[src/rtl/systolic_pe_ws.sv]
// Weight-stationary systolic processing element with a double-buffered weight,
// valid-tagged activation and partial-sum pipelines, and optional saturating accumulation.
module systolic_pe_ws #(
    parameter int DATA_W = 16,
    parameter int ACC_W  = 32,
    parameter bit SAT_EN = 1'b1
) (
    input  logic              clk,
    input  logic              rst,
    input  logic              w_shift_en,
    input  logic [DATA_W-1:0] w_in,
    output logic [DATA_W-1:0] w_out,
    input  logic              w_swap,
    output logic              weight_valid,
    input  logic [DATA_W-1:0] act_in,
    input  logic              act_valid_in,
    output logic [DATA_W-1:0] act_out,
    output logic              act_valid_out,
    input  logic [ACC_W-1:0]  psum_in,
    input  logic              psum_valid_in,
    output logic [ACC_W-1:0]  psum_out,
    output logic              psum_valid_out,
    input  logic              sat_clr,
    output logic              sat_flag
);

    localparam logic [0:0] W_EMPTY = 1'b0;
    localparam logic [0:0] W_READY = 1'b1;

    generate
        if (ACC_W < 2 * DATA_W) begin : g_width_check
            $error("systolic_pe_ws: ACC_W must be at least 2*DATA_W");
        end
    endgenerate

    logic [0:0]              w_state;
    logic [DATA_W-1:0]       shadow;
    logic [DATA_W-1:0]       active;
    logic signed [2*DATA_W-1:0] prod;
    logic signed [ACC_W:0]   prod_ext;
    logic signed [ACC_W:0]   base_ext;
    logic signed [ACC_W:0]   sum;
    logic [ACC_W-1:0]        next_psum;
    logic                    sat_event;
    logic                    any_valid;

    always_ff @(posedge clk or negedge rst) begin
        if (!rst) begin
            w_state <= W_EMPTY;
        end else if (w_swap) begin
            w_state <= W_READY;
        end
    end

    assign weight_valid = (w_state == W_READY);

    // Swap copies the pre-edge shadow, so a simultaneous shift never leaks into active.
    always_ff @(posedge clk or negedge rst) begin
        if (!rst) begin
            shadow <= '0;
            active <= '0;
        end else begin
            if (w_shift_en) begin
                shadow <= w_in;
            end
            if (w_swap) begin
                active <= shadow;
            end
        end
    end

    assign w_out = shadow;

    always_ff @(posedge clk or negedge rst) begin
        if (!rst) begin
            act_out       <= '0;
            act_valid_out <= 1'b0;
        end else begin
            act_out       <= act_in;
            act_valid_out <= act_valid_in;
        end
    end

    assign any_valid = act_valid_in | psum_valid_in;

    // One guard bit above ACC_W exposes overflow as a mismatch of the top two bits.
    always_comb begin
        prod = '0;
        if (act_valid_in && weight_valid) begin
            prod = $signed(act_in) * $signed(active);
        end
        prod_ext  = {{(ACC_W + 1 - 2 * DATA_W){prod[2*DATA_W-1]}}, prod};
        base_ext  = '0;
        if (psum_valid_in) begin
            base_ext = {psum_in[ACC_W-1], psum_in};
        end
        sum       = base_ext + prod_ext;
        sat_event = 1'b0;
        next_psum = sum[ACC_W-1:0];
        if (SAT_EN && (sum[ACC_W] != sum[ACC_W-1])) begin
            sat_event = 1'b1;
            if (sum[ACC_W]) begin
                next_psum = {1'b1, {(ACC_W - 1){1'b0}}};
            end else begin
                next_psum = {1'b0, {(ACC_W - 1){1'b1}}};
            end
        end
    end

    always_ff @(posedge clk or negedge rst) begin
        if (!rst) begin
            psum_out       <= '0;
            psum_valid_out <= 1'b0;
        end else begin
            psum_valid_out <= any_valid;
            if (any_valid) begin
                psum_out <= next_psum;
            end
        end
    end

    // A saturation in the same cycle as a clear leaves the flag set.
    always_ff @(posedge clk or negedge rst) begin
        if (!rst) begin
            sat_flag <= 1'b0;
        end else if (sat_event) begin
            sat_flag <= 1'b1;
        end else if (sat_clr) begin
            sat_flag <= 1'b0;
        end
    end

endmodule

[config.mk]
export PLATFORM = sky130hd
export DESIGN_NAME = systolic_pe_ws
export DESIGN_NICKNAME = d
export VERILOG_FILES = /design/src/rtl/systolic_pe_ws.sv
export SDC_FILE = /design/constraint.sdc
export NUM_CORES = 1
export LEC_CHECK = 0
export CAP_MARGIN = 20
export CELL_PAD_IN_SITES_DETAIL_PLACEMENT = 1
export CELL_PAD_IN_SITES_GLOBAL_PLACEMENT = 2
export CORE_MARGIN = 2
export CORE_UTILIZATION = 42
export CTS_BUF_LIST = sky130_fd_sc_hd__clkbuf_16
export DETAILED_ROUTE_END_ITERATION = 10
export DONT_BUFFER_PORTS = 1
export HOLD_SLACK_MARGIN = 0.05
export PLACE_DENSITY_LB_ADDON = 0.1
export REMOVE_ABC_BUFFERS = 1
export SLEW_MARGIN = 40
export SYNTH_ARGS = -nofsm -noshare
export SYNTH_HDL_FRONTEND = slang
export SYNTH_SLANG_ARGS = --single-unit
[constraint.sdc]
create_clock -name clk -period 8.75 [get_ports clk]
set_input_delay 0.4375 -clock clk [delete_from_list [all_inputs] [get_ports clk]]
set_output_delay 0.4375 -clock clk [all_outputs]
set_load 0.005 [all_outputs]
# Yosys cells after proc, flatten, opt, wreduce, memory -nomap -nowiden
# Index checks and enable logic that the tools add are counted.
# word_totals
reg_bits	84
input_bits	71
# op_classes
bitwise_logic	1
n_addsub	1
multipliers	1
n_eq_ne	1
muxes	7
n_reduce_logical	2
# ops
op	count
$mux W32	3
$add A33 B32 Y33	1
$mux W33	1
$mul A16 B16 Y32	1
$mux W1	3
$reduce_bool A2 Y1	1
$logic_and A1 B1 Y1	1
$ne A1 B1 Y1	1
$or A1 B1 Y1	1

# Depth between registers and ports, before layout
# logic_depth
ltp_word	6
mapped_depth	37

# Least setup slack after synthesis
# OpenSTA, ideal clock, no wires.
# synth_timing
path_type	input -> register
startpoint	input act_in[7]
endpoint	register psum_out[18]
path_stages	34
n_path_buf	2
required_ps	8624
path_slack_ps	833
setup_ps	126
arrival_time_ps	7791
path_cell_list	clkbuf_1 -> nand2_1 -> fa_1 -> inv_1 -> fa_1 -> inv_1 -> fa_1 -> inv_1 -> fa_1 -> fa_1 -> inv_1 -> fa_1 -> inv_1 -> ha_1 -> a21oi_1 -> o21bai_1 -> a21o_1 -> o2bb2ai_1 -> or2_2 -> a21oi_1 -> o21bai_1 -> a211oi_1 -> nor3_1 -> ha_1 -> nand4_1 -> nor2_1 -> nor2_1 -> o21ai_1 -> or3_1 -> o211a_2 -> o21ai_4 -> buf_4 -> nand2_1 -> a311o_1
# synth_between
elab_chain_len	5
# synth_rtl
item	line	rtl
start: declaration	15	input logic [DATA_W-1:0] act_in,
$mul A16 B16 Y32 *	90	prod = $signed(act_in) * $signed(active);
$mux W32 *	89	if (act_valid_in && weight_valid) begin
$add A33 B32 Y33 *	97	sum = base_ext + prod_ext;
$mux W32 or $ne A1 B1 Y1 (tied branches)	102, 100	
$mux W32 *	100	if (SAT_EN && (sum[ACC_W] != sum[ACC_W-1])) begin
end signal: assignment	117	psum_out <= next_psum;
end: declaration	21	output logic [ACC_W-1:0] psum_out,
# Mark *: on every way between the ends. The rest lies on a longest branch, timed or not.
# A chain may end at the register's enable or synchronous reset.

# Final worst setup path
# layout_timing
startpoint	register active[4]
endpoint	register psum_out[17]
# layout_between
elab_chain_len	5
# layout_rtl
item	line	rtl
start: declaration	38	logic [DATA_W-1:0] active;
start signal: assignment	67	active <= shadow;
$mul A16 B16 Y32 *	90	
$mux W32 *	89	
$add A33 B32 Y33 *	97	
$mux W32 or $ne A1 B1 Y1 (tied branches)	102, 100	
$mux W32 *	100	
# Marks and branches as above.

==> flow_summary_export.csv <==
group,metric,value,unit
floorplanning,dieWidth,192.6,um
route,dr_total_vias,10940,
sta,fin_tns_setup,0,ps
global_route,grt_pass1_vias,12130,
route,vias_per_cell,5.250,
sta,worst_pin_slew,646.6,ps
sta,setup_violations,0,
global_route,grt_first_pass_wirelength,67200,um
global_route,grt_antenna_before_repair,1,
cts,cts_tree,"done",
flow_run,cap_violations,0,
finish,layout-area-overhead-vs-synth,7.096,%
route,drc_violations_left,0,
synth,synth-async-reset-ratio,100.0,%
floorplanning,fp.dieArea,37080,sq um
placement,place.detailed.hpwl,34880,um
hold_path,min_delay_worst_type,"in -> reg",
status,outcome,"complete, no violations",
synth,synth_area_per_cell,9.207,sq um
floorplanning,die_h,192.6,um
cts,tritoncts.num_buffers,9,
cts,cts.root.buffer_cell,"clkbuf_16",
sta,holdWs,69.56,ps
finish,layout-drive-gt1-share,7.583,%
worst_setup_path,cpMaxStageDelayCell,"fa_1",
worst_setup_path,reg2reg_setup_slack,360,ps
floorplanning,i_o_pin_count,139,
global_route,grt.overflow.total,0,
worst_setup_path,startpoint_type,"register",
global_route,grt_start_max_net_pins,85,
worst_setup_path,endpoint_of_the_worst_setup_timing_path,"psum_out[17]$_DFFE_PN0P_",
worst_setup_path,critical_path_peak_fanout,9,
cts,worstSkewPairLatency,390,ps
worst_setup_path,crit_path_end_kind,"register",
synth,flops_latches_synth,84,
route,top_signal_layer_used,"met4",
sta,slew_headroom,56.89,%
placement,routabilityCongestion,0.8332,
sta,count_of_final_hold_check_violations,0,
sta,period_needed,8392,ps
synth,post_synth_inst_count,1622,
cts,clk_transition_reported_paths,80,ps
worst_setup_path,critical-path-max-stage-delay,540,ps
route,wl_met2,21960,um
worst_setup_path,critical_path.startpoint,"active[4]$_DFFE_PN0P_",
worst_setup_path,crit-reg2reg-launch,"active[4]$_DFFE_PN0P_",
worst_setup_path,worst_path_most_repeated_cell,"fa_1",
worst_setup_path,worst_r2r_path_depth,33,
sta,report.final.slew_viol_count,0,
worst_setup_path,arrival,8700,ps
synth,synth.yosys.seq_area_share,14.08,%
synth,post_synth_edffs,0,
route,drtAntennaViolNets,0,
floorplanning,placement_rows,69,
route,firstDrtPassIters,4,
sta,setup_repair_after_global_routing_missed_its_margin,"true",
global_route,global_route.usage.total,24.22,%
route,drtIter0Drc,426,
synth,synth_warnings,0,
route,met3RoutedLength,1479,um
cts,tritoncts_num_sinks,84,
placement,buffer_ports.inserted,0,
finish,insertedDiodeCount,0,
route,post_drt_wl_per_cell,20.37,um
sta,fin_crit_sh,95.91,%
synth,synth_top_flop_cell,"dfrtp_1",
cts,cts_max_path_buffers,2,
route,route.layer.met1.wl,17950,um
floorplanning,initial_utilization,42.29,%
worst_setup_path,timing.critical_path.required,9060,ps
worst_setup_path,class_of_the_most_critical_setup_path,"reg -> reg",
floorplanning,placeable_area,35310,sq um
worst_setup_path,worst_r2r_endpoint,"psum_out[17]$_DFFE_PN0P_",
sta,fmax,119.2,MHz
route,routed_wirelength,42430,um
synth,synthesis.area,14930,sq um
finish,finalNetCount,2065,
sta,final.setup_skew,10.02,ps
synth,ys_types,69,
cts,cts-htree-levels,3,
## cells in the mapped netlist (4+ instances only)
| library cell | number | area, sq um |
|---|---|---|
| a211o_1 | 4 | 35.03 |
| nand3_1 | 11 | 55.05 |
| dfrtp_1 | 84 | 2102 |
| nor3b_1 | 7 | 52.55 |
| maj3_1 | 6 | 60.06 |
| fa_1 | 263 | 5265 |
| ha_1 | 114 | 1426 |
| xor2_1 | 15 | 131.4 |
| nand2_1 | 179 | 671.9 |
| a211oi_1 | 8 | 60.06 |
| clkbuf_1 | 46 | 172.7 |
| and3_1 | 11 | 68.82 |
| o21ai_1 | 23 | 115.1 |
| mux2_2 | 31 | 349.1 |
| o21a_1 | 10 | 75.07 |
| o21bai_1 | 7 | 52.55 |
| inv_1 | 312 | 1171 |
| nor2b_1 | 8 | 50.05 |
| nor2_1 | 80 | 300.3 |
| a21o_1 | 19 | 142.6 |
| and2_1 | 158 | 988.5 |
| nand2b_1 | 14 | 87.58 |
| nor3_1 | 21 | 105.1 |
| xnor2_1 | 30 | 262.8 |
| a21oi_1 | 54 | 270.3 |
| o21ai_0 | 35 | 175.2 |
| o211ai_1 | 8 | 60.06 |
## sequential cells by signal (all words and copies together) (netlist names)
signal / cells
psum_valid_out: 1
sat_flag: 1
weight_valid: 1
psum_out: 32
active: 16
act_valid_out: 1
w_out: 16
act_out: 16
## logic make-up (layout without fill, tap and decap cells)
family                     count (synthesis)  count (layout)  share of synthesized area, %
buffers and inverters                    365             365                         9.316
AOI/OAI and AO/OA                        204             204                         9.342
and+or+nand+nor                          505             505                         16.68
muxes                                     32              32                         2.404
xor gates and xnor gates                  46              46                         2.748
adders and majority gates                386             386                         45.43
DFF                                       84              84                         14.08
## worst min-delay path by stage
stage | from | end | slack (ps) | cells after the start
after global routing | act_valid_in | act_valid_out$_DFF_PN0_ | 50 | 0
after detailed placement | rst | psum_out[30]$_DFFE_PN0P_ | 140 | 0
final | act_in[1] | act_out[1]$_DFF_PN0_ | 70 | 0
after floorplan | rst | act_out[0]$_DFF_PN0_ | 140 | 0
after CTS | act_in[1] | act_out[1]$_DFF_PN0_ | 50 | 0
after global placement | rst | psum_out[30]$_DFFE_PN0P_ | 140 | 0
## layer usage
layer	up-vias	track usage, %
met4	0	6.606
met2	172	42.96
met3	54	3.437
li1	5016	-
met1	5694	30.81
met5	-	0
## cell type report
cell class	instances	area [sq um]
Inverter	312	1175
Multi-Input combinational cell	1173	11490
Fill cell	4084	19320
Clock buffer	9	225.2
Tap cell	461	576.8
Sequential cell	84	2117
Timing Repair Buffer	37	337.8
Clock inverter	7	76.32
## placed cells by master (no fill, tap or decap), types with 3 or more instances in the layout
cell and count:
nor3_1 21, nor3b_1 7, maj3_2 3, ha_1 114, mux2_2 31, o21bai_1 7, o21ai_1 23, clkinvlp_4 4
nor2_1 78, nand2b_1 14, a21oi_2 3, clkbuf_16 9, a211oi_1 8, o21a_1 10, nand2_1 177, and3_1 11
o21ai_0 35, fa_1 262, xnor2_1 30, and2_1 158, dfrtp_1 76, nand3b_1 3, or3_1 3, buf_12 3
a21oi_1 52, dfrtp_2 6, a211o_1 4, nor2b_1 8, inv_1 312, o211ai_1 8, nand3_1 11, xor2_1 15
maj3_1 6, nand4_1 3, buf_4 32, or2_2 3, a21o_1 19
## timing repair
item | 4_1_cts | 5_1_grt
hold endpoints to repair | 84 | 0
resized for setup | 0 | 19
setup endpoints to repair | 0 | 33
setup buffers | 0 | 10
hold buffers | 2 | 0
## worst max-delay path, delay by kind of cell (launching register included)
kind	cells	cell delay [ps]
AO/OA/AOI/OAI	9	1510
buffers and inverters	7	780
adder cells (fa/ha/maj)	9	4040
XOR/XNOR	2	350
AND/OR/NAND/NOR	6	1160
flip-flops	1	470
## metrics by stage
stage / cell area (sq um) / cells / utilization (%) / worst slack, ps
after floorplan: 14710 / 1569 / - / 774.9
after global placement: 15510 / 2055 / 43.91 / 229.1
after detailed placement: 15510 / 2055 / 43.92 / 136.4
after CTS: 15850 / 2073 / 44.88 / 74.84
after global routing: 15990 / 2083 / 45.30 / -14.37
final: 15990 / 2083 / 45.30 / 357.8
Power is not shown: default switching activity piles up to over one toggle a cycle in this logic, so the estimate is an artifact.
